`config.mk`:
```
export PLATFORM = sky130hd
export DESIGN_NAME = mesh_edge_bridge_flat
export DESIGN_NICKNAME = d
export VERILOG_FILES = /design/src/rtl/mesh_pkg.sv /design/src/rtl/mesh_edge_bridge_if.sv /design/src/rtl/mesh_edge_bridge_fifo.sv /design/src/rtl/mesh_edge_bridge.sv /design/src/flat_wrapper.sv
export SDC_FILE = /design/constraint.sdc
export NUM_CORES = 2
export LEC_CHECK = 0
export CORE_AREA = 2 2 466 468
export CTS_CLUSTER_SIZE = 16
export DETAILED_ROUTE_END_ITERATION = 12
export DIE_AREA = 0 0 468 470
export DONT_BUFFER_PORTS = 1
export HOLD_SLACK_MARGIN = 0.06
export SLEW_MARGIN = 20
export SYNTH_ARGS = -nofsm -noshare
export SYNTH_HDL_FRONTEND = slang
export SYNTH_SLANG_ARGS = --single-unit
```
`constraint.sdc`:
```
create_clock -name clk -period 5 [get_ports clk]
set_input_delay 0.75 -clock clk [delete_from_list [all_inputs] [get_ports clk]]
set_output_delay 0.75 -clock clk [all_outputs]
set_load 0.01 [all_outputs]
```
`src/rtl/mesh_pkg.sv`:
```
// Shared defaults and helpers for the mesh edge bridge.
package mesh_pkg;
  localparam int DEF_N_CH   = 4;
  localparam int DEF_DATA_W = 64;

  // LSB of channel ch inside a flattened N_CH*width vector.
  function automatic int ch_lsb(input int ch, input int width);
    return ch * width;
  endfunction
endpackage

```
`src/rtl/mesh_edge_bridge_if.sv`:
```
// Host-side and mesh-side handshake bundle for the mesh edge bridge.
interface mesh_edge_bridge_if
  import mesh_pkg::*;
#(
  parameter int N_CH   = DEF_N_CH,
  parameter int DATA_W = DEF_DATA_W
);
  logic [N_CH-1:0]        inj_valid;
  logic [N_CH*DATA_W-1:0] inj_data;
  logic [N_CH-1:0]        inj_ready;
  logic [N_CH-1:0]        nssi;
  logic [N_CH*DATA_W-1:0] nsdi;
  logic [N_CH-1:0]        nsri;
  logic [N_CH-1:0]        snso;
  logic [N_CH*DATA_W-1:0] sndo;
  logic [N_CH-1:0]        snro;
  logic [N_CH-1:0]        ej_valid;
  logic [N_CH*DATA_W-1:0] ej_data;
  logic [N_CH-1:0]        ej_ready;

  modport slave (
    input  inj_valid, inj_data, nsri, snso, sndo, ej_ready,
    output inj_ready, nssi, nsdi, snro, ej_valid, ej_data
  );

  modport master (
    output inj_valid, inj_data, nsri, snso, sndo, ej_ready,
    input  inj_ready, nssi, nsdi, snro, ej_valid, ej_data
  );
endinterface

```
`src/rtl/mesh_edge_bridge_fifo.sv`:
```
// Synchronous FIFO with wrap-bit pointers; head reads zero while empty.
module edge_fifo #(
  parameter int DATA_W = 64,
  parameter int DEPTH  = 4
) (
  input  logic                     clk,
  input  logic                     reset,
  input  logic                     push,
  input  logic [DATA_W-1:0]        push_data,
  input  logic                     pop,
  output logic [DATA_W-1:0]        head,
  output logic                     full,
  output logic                     empty,
  output logic [$clog2(DEPTH):0]   free_cnt
);
  localparam int AW = $clog2(DEPTH);

  logic [DATA_W-1:0] mem [DEPTH];
  logic [AW:0]       wr_ptr, rd_ptr, used;
  logic              do_push, do_pop;

  assign used     = wr_ptr - rd_ptr;
  assign full     = (used == (AW+1)'(DEPTH));
  assign empty    = (used == '0);
  assign free_cnt = (AW+1)'(DEPTH) - used;
  assign do_push  = push & ~full;
  assign do_pop   = pop & ~empty;
  assign head     = empty ? '0 : mem[rd_ptr[AW-1:0]];

  always_ff @(posedge clk) begin
    if (reset) begin
      wr_ptr <= '0;
      rd_ptr <= '0;
    end else begin
      if (do_push) wr_ptr <= wr_ptr + 1'b1;
      if (do_pop)  rd_ptr <= rd_ptr + 1'b1;
    end
  end

  // Storage carries no reset; the pointers alone define validity.
  always_ff @(posedge clk) begin
    if (do_push) mem[wr_ptr[AW-1:0]] <= push_data;
  end
endmodule

```
`src/rtl/mesh_edge_bridge.sv`:
```
// Per-channel inject/eject buffering between host logic and a mesh row edge.
module mesh_edge_bridge
  import mesh_pkg::*;
#(
  parameter int N_CH   = DEF_N_CH,
  parameter int DATA_W = DEF_DATA_W,
  parameter int DEPTH  = 4,
  parameter int CNT_W  = 16
) (
  input  logic                    clk,
  input  logic                    reset,
  input  logic [N_CH-1:0]         ch_en,
  input  logic                    clr_stats,
  mesh_edge_bridge_if.slave       bus,
  output logic [N_CH*CNT_W-1:0]   tx_cnt,
  output logic [N_CH*CNT_W-1:0]   rx_cnt,
  output logic [N_CH-1:0]         ovf
);
  localparam int FW = $clog2(DEPTH) + 1;

  for (genvar c = 0; c < N_CH; c++) begin : g_ch
    localparam int LSB = ch_lsb(c, DATA_W);

    logic              inj_full, inj_empty, ej_full, ej_empty;
    logic [FW-1:0]     inj_free, ej_free;
    logic [DATA_W-1:0] inj_head, ej_head;
    logic              inj_push, tx_fire, rx_fire, ej_pop;
    logic [CNT_W-1:0]  tx_q, rx_q;
    logic              ovf_q;

    assign inj_push        = bus.inj_valid[c] & ~inj_full;
    assign bus.inj_ready[c] = (inj_free != '0);
    assign bus.nssi[c]     = ch_en[c] & ~inj_empty;
    assign bus.nsdi[LSB +: DATA_W] = inj_head;
    assign tx_fire         = bus.nssi[c] & bus.nsri[c];

    edge_fifo #(.DATA_W(DATA_W), .DEPTH(DEPTH)) u_inj (
      .clk(clk), .reset(reset), .push(inj_push),
      .push_data(bus.inj_data[LSB +: DATA_W]), .pop(tx_fire),
      .head(inj_head), .full(inj_full), .empty(inj_empty), .free_cnt(inj_free)
    );

    // Two free slots: the mesh may already have a word in flight when snro drops.
    assign bus.snro[c]        = ch_en[c] & ~reset & (ej_free >= FW'(2));
    assign rx_fire            = bus.snso[c] & ~ej_full;
    assign bus.ej_valid[c]    = ~ej_empty;
    assign bus.ej_data[LSB +: DATA_W] = ej_head;
    assign ej_pop             = ~ej_empty & bus.ej_ready[c];

    edge_fifo #(.DATA_W(DATA_W), .DEPTH(DEPTH)) u_ej (
      .clk(clk), .reset(reset), .push(rx_fire),
      .push_data(bus.sndo[LSB +: DATA_W]), .pop(ej_pop),
      .head(ej_head), .full(ej_full), .empty(ej_empty), .free_cnt(ej_free)
    );

    always_ff @(posedge clk) begin
      if (reset || clr_stats) begin
        tx_q  <= '0;
        rx_q  <= '0;
        ovf_q <= 1'b0;
      end else begin
        if (tx_fire) tx_q <= tx_q + 1'b1;
        if (rx_fire) rx_q <= rx_q + 1'b1;
        if (bus.snso[c] && ej_full) ovf_q <= 1'b1;
      end
    end

    assign tx_cnt[c*CNT_W +: CNT_W] = tx_q;
    assign rx_cnt[c*CNT_W +: CNT_W] = rx_q;
    assign ovf[c]                   = ovf_q;
  end
endmodule

```
`src/flat_wrapper.sv`:
```
// flat-port wrapper written by rule: the top's interface ports become plain ports
module mesh_edge_bridge_flat import mesh_pkg::*;
#(
  parameter int N_CH   = DEF_N_CH,
  parameter int DATA_W = DEF_DATA_W,
  parameter int DEPTH  = 4,
  parameter int CNT_W  = 16
)
  (clk, reset, ch_en, clr_stats, tx_cnt, rx_cnt, ovf, bus_inj_valid, bus_inj_data, bus_nsri, bus_snso, bus_sndo, bus_ej_ready, bus_inj_ready, bus_nssi, bus_nsdi, bus_snro, bus_ej_valid, bus_ej_data);
  mesh_edge_bridge_if #(.N_CH(N_CH), .DATA_W(DATA_W)) bus_i ();
  input  logic clk;
  input  logic reset;
  input  logic [N_CH-1:0] ch_en;
  input  logic clr_stats;
  output logic [N_CH*CNT_W-1:0] tx_cnt;
  output logic [N_CH*CNT_W-1:0] rx_cnt;
  output logic [N_CH-1:0] ovf;
  input wire logic [$bits(bus_i.inj_valid)-1:0] bus_inj_valid;
  input wire logic [$bits(bus_i.inj_data)-1:0] bus_inj_data;
  input wire logic [$bits(bus_i.nsri)-1:0] bus_nsri;
  input wire logic [$bits(bus_i.snso)-1:0] bus_snso;
  input wire logic [$bits(bus_i.sndo)-1:0] bus_sndo;
  input wire logic [$bits(bus_i.ej_ready)-1:0] bus_ej_ready;
  output wire logic [$bits(bus_i.inj_ready)-1:0] bus_inj_ready;
  output wire logic [$bits(bus_i.nssi)-1:0] bus_nssi;
  output wire logic [$bits(bus_i.nsdi)-1:0] bus_nsdi;
  output wire logic [$bits(bus_i.snro)-1:0] bus_snro;
  output wire logic [$bits(bus_i.ej_valid)-1:0] bus_ej_valid;
  output wire logic [$bits(bus_i.ej_data)-1:0] bus_ej_data;
  assign bus_i.inj_valid = bus_inj_valid;
  assign bus_i.inj_data = bus_inj_data;
  assign bus_i.nsri = bus_nsri;
  assign bus_i.snso = bus_snso;
  assign bus_i.sndo = bus_sndo;
  assign bus_i.ej_ready = bus_ej_ready;
  assign bus_inj_ready = bus_i.inj_ready;
  assign bus_nssi = bus_i.nssi;
  assign bus_nsdi = bus_i.nsdi;
  assign bus_snro = bus_i.snro;
  assign bus_ej_valid = bus_i.ej_valid;
  assign bus_ej_data = bus_i.ej_data;
  mesh_edge_bridge #(.N_CH(N_CH), .DATA_W(DATA_W), .DEPTH(DEPTH), .CNT_W(CNT_W)) u_core (.clk(clk), .reset(reset), .ch_en(ch_en), .clr_stats(clr_stats), .bus(bus_i), .tx_cnt(tx_cnt), .rx_cnt(rx_cnt), .ovf(ovf));
endmodule
```
==> impl_metrics.json <==
{
  "post_cts.resized_instances": 0,
  "finalCriticalPeriod_ns": 4.52,
  "whs_endpoint": "u_core.g_ch[1].u_inj.rd_ptr[2]",
  "crit_type": "reg -> out",
  "postCtsHoldBufs": 519,
  "required_ns": 4.25,
  "clock_sinks": 2244,
  "drtIter0Drc": 3854,
  "path_clk_slew_ns": 0.06,
  "clock_latency_ns": 0.85,
  "grt_pass1_wl_mm": 321,
  "whs_path_depth": 3,
  "synthTopCellsByArea": "edfxtp_1 (71%), mux4_2 (13%), dfxtp_1 (4.5%)",
  "dp_slack_ns": 1.21,
  "vias_per_cell": 5.37,
  "placed_cell_area_um2": 90400,
  "drv_slew": 0,
  "maxSlewHeadroom_pct": 28.7,
  "yosysSeqAreaShare_pct": 75.6,
  "grt_max_degree": 74,
  "portBuffers": 0,
  "grt_setup_unrepaired": "no",
  "synth_area_um2": 86600,
  "rr_worst_depth": 10,
  "fin_area_um2": 103000,
  "hold_path_startpoint": "bus_nsri[1]",
  "die_w_um": 468,
  "setup_tns_ns": 0,
  "critPathLaunchType": "flip-flop",
  "hold_class": "in -> reg",
  "syn_avg_cell_area_um2": 20.1,
  "vias": 43100,
  "period_share_pct": 90.4,
  "r2r_slack_ns": 1.19,
  "synth-warning-count": 0,
  "final_hold_viol_count": 0,
  "ir_worst_vdd_mv": 0.605,
  "cts-root-buf": "clkbuf_16",
  "synthCells": 4316,
  "wl_mm": 230,
  "core-area_um2": 216000,
  "gp_congestion": 0.837,
  "layout-drive-gt1-share_pct": 18.9,
  "cap_violations": 0,
  "skew_ns": 0.0450,
  "end_kind": "output port",
  "initial_core_util_pct": 40.1,
  "timing.rr.start": "u_core.g_ch[2].u_ej.wr_ptr[0]",
  "antenna_found_initial": 81,
  "drc": 0,
  "status": "complete, no violations",
  "power-per-cell-area_nw_per_um2": 518,
  "clock_path_buffers": 3,
  "r2r_end": "u_core.g_ch[2].u_ej.mem[2][9]",
  "die_y_um": 470,
  "dr.pass1.iters": 6,
  "fp.dieArea_um2": 220000,
  "utilization_pct": 47.8,
  "worst_ep_arrival_time_ns": 3.77,
  "core.rowCount": 171,
  "grt_pass1_vias": 43400,
  "ioPinCount": 1195,
  "yosys.area.top_type": "edfxtp_1",
  "max_freq_mhz": 221,
  "antenna_left": 0,
  "post-route-worst-setup-slack_ns": 0.478,
  "fin_nets": 5554,
  "synth.distinct_cells": 44,
  "area_delta_synth_final_pct": 19.0,
  "grt_use_total_pct": 20.4,
  "p_leak_nw": 32.5,
  "cts_tree": "done",
  "synth-edff-count": 2048,
  "setup_viol": 0,
  "postCtsSetupBuffers": 0,
  "critPathMaxFanout": 40,
  "synth_top_area_share_pct": 71.1,
  "synthArstFlopShare_pct": 0,
  "ys_ff_latch": 2244,
  "synth-main-ff-cell": "edfxtp_1",
  "syn-num-nets": 4939,
  "cts_inserted_buffers": 222,
  "tightest_slew_ns": 1.07,
  "cts_max_level": 4,
  "grt_overflow_total": 0,
  "wl_per_cell_um": 28.6,
  "dp_hpwl_mm": 157
}
## registers in the layout, indices dropped and copies added, names as in the netlist, named ones only
signal                    count
u_core.g_ch.ovf_q             4
u_core.g_ch.rx_q             64
u_core.g_ch.tx_q             64
u_core.g_ch.u_ej.mem       1024
u_core.g_ch.u_ej.rd_ptr      12
u_core.g_ch.u_ej.wr_ptr      12
u_core.g_ch.u_inj.mem      1024
u_core.g_ch.u_inj.rd_ptr     12
u_core.g_ch.u_inj.wr_ptr     12
## power breakdown
| part | total (W) | switching, W | internal [W] | leakage (nW) |
|---|---|---|---|---|
| clock | 0.0166 | 0.00701 | 0.00961 | 3.53 |
| combinational | 0.0129 | 0.00816 | 0.00474 | 8.57 |
| sequential | 0.0239 | 0.00101 | 0.0228 | 20.4 |
| total | 0.0534 | 0.0162 | 0.0372 | 32.5 |
## layout by cell type, fill, tap and decap left out, types with 53 or more instances in the layout
master            n
nor2_1          169
and2_1          261
dfxtp_1         180
dlygate4sd3_1   518
xnor2_1          73
nand2_1          56
xor2_1           53
edfxtp_1       2048
a21oi_1          56
mux4_2          512
ha_1             76
clkbuf_16       226
clkinv_1         53
nor2b_1         272
diode_2          58
## critical path: stages (launching register included)
cell and delay (ns):
dfxtp_1 0.40, inv_1 0.11, ha_1 0.22, fa_1 0.38, xnor2_1 0.17, xor2_1 0.22
ha_2 0.69, buf_4 0.49, nor2b_1 0.21
## cell families (layout without fill, tap and decap cells)
| family | Yosys count | after routing | synth area share [%] |
|---|---|---|---|
| buffers and inverters | 260 | 1062 | 1.23 |
| XOR/XNOR | 126 | 126 | 1.27 |
| AO/OA/AOI/OAI | 98 | 98 | 0.613 |
| multiplexers | 524 | 524 | 13.5 |
| AND/OR/NAND/NOR | 976 | 976 | 6.50 |
| adder cells (fa/ha/maj) | 88 | 88 | 1.34 |
| other | 0 | 58 | 0 |
| flip-flops | 2244 | 2244 | 75.6 |
## stage by stage
step,hold slack [ns],cells,total power [W]
detailed placement,0.524,7042,0.0368
global placement,0.509,7042,0.0366
finish,0.231,8030,0.0534
global route,0.178,8008,0.0555
floorplan,0.438,4316,0.0328
CTS,0.133,7972,0.0540
## how the worst max path moves through the flow
stage               cells after the start                           start  slack, ns                             end
floorplan                              10   u_core.g_ch[2].u_ej.wr_ptr[0]       1.02   u_core.g_ch[2].u_ej.mem[3][0]
global placement                       10   u_core.g_ch[2].u_ej.wr_ptr[0]       1.26  u_core.g_ch[2].u_ej.mem[2][21]
detailed placement                     10   u_core.g_ch[2].u_ej.wr_ptr[0]       1.21  u_core.g_ch[2].u_ej.mem[2][16]
CTS                                     8  u_core.g_ch[3].u_inj.wr_ptr[0]       0.36                   bus_nsdi[246]
global route                            8  u_core.g_ch[3].u_inj.wr_ptr[0]       0.22                   bus_nsdi[246]
finish                                  8  u_core.g_ch[3].u_inj.wr_ptr[0]       0.48                   bus_nsdi[246]
## layer usage
| layer | global-route usage [%] | vias to the layer above | share of wire, % |
|---|---|---|---|
| met5 | 0 | - | 0.080 |
| met4 | 6.70 | 30 | 3.0 |
| met3 | 7.65 | 335 | 10 |
| met2 | 32.8 | 1726 | 48 |
| met1 | 25.3 | 22600 | 39 |
| li1 | - | 18400 | - |
## synth_stat cells (9+ instances only)
library cell and instances:
nor2_1 170, edfxtp_1 2048, nand4_1 36, or3_1 30
xnor2_1 73, clkbuf_1 137, mux2i_1 12, buf_1 10
nor4_1 9, nand3_1 31, xor2_1 53, nor3_1 20
nor2b_1 272, and4_1 10, nand2_1 56, o21ai_0 29
dfxtp_1 196, and2_1 293, mux4_2 512, a21oi_1 56
ha_1 80, inv_1 53, buf_2 56
## final cells by class
cell class | count | area (um2)
Clock buffer | 280 | 5890
Inverter | 53 | 199
Fill cell | 17800 | 113000
Antenna cell | 58 | 145
Multi-Input combinational cell | 1812 | 20100
Timing Repair Buffer | 598 | 6240
Sequential cell | 2244 | 65500
Clock inverter | 131 | 1390
Tap cell | 2854 | 3570
No activity file was read; power rests on OpenSTA's default activity.
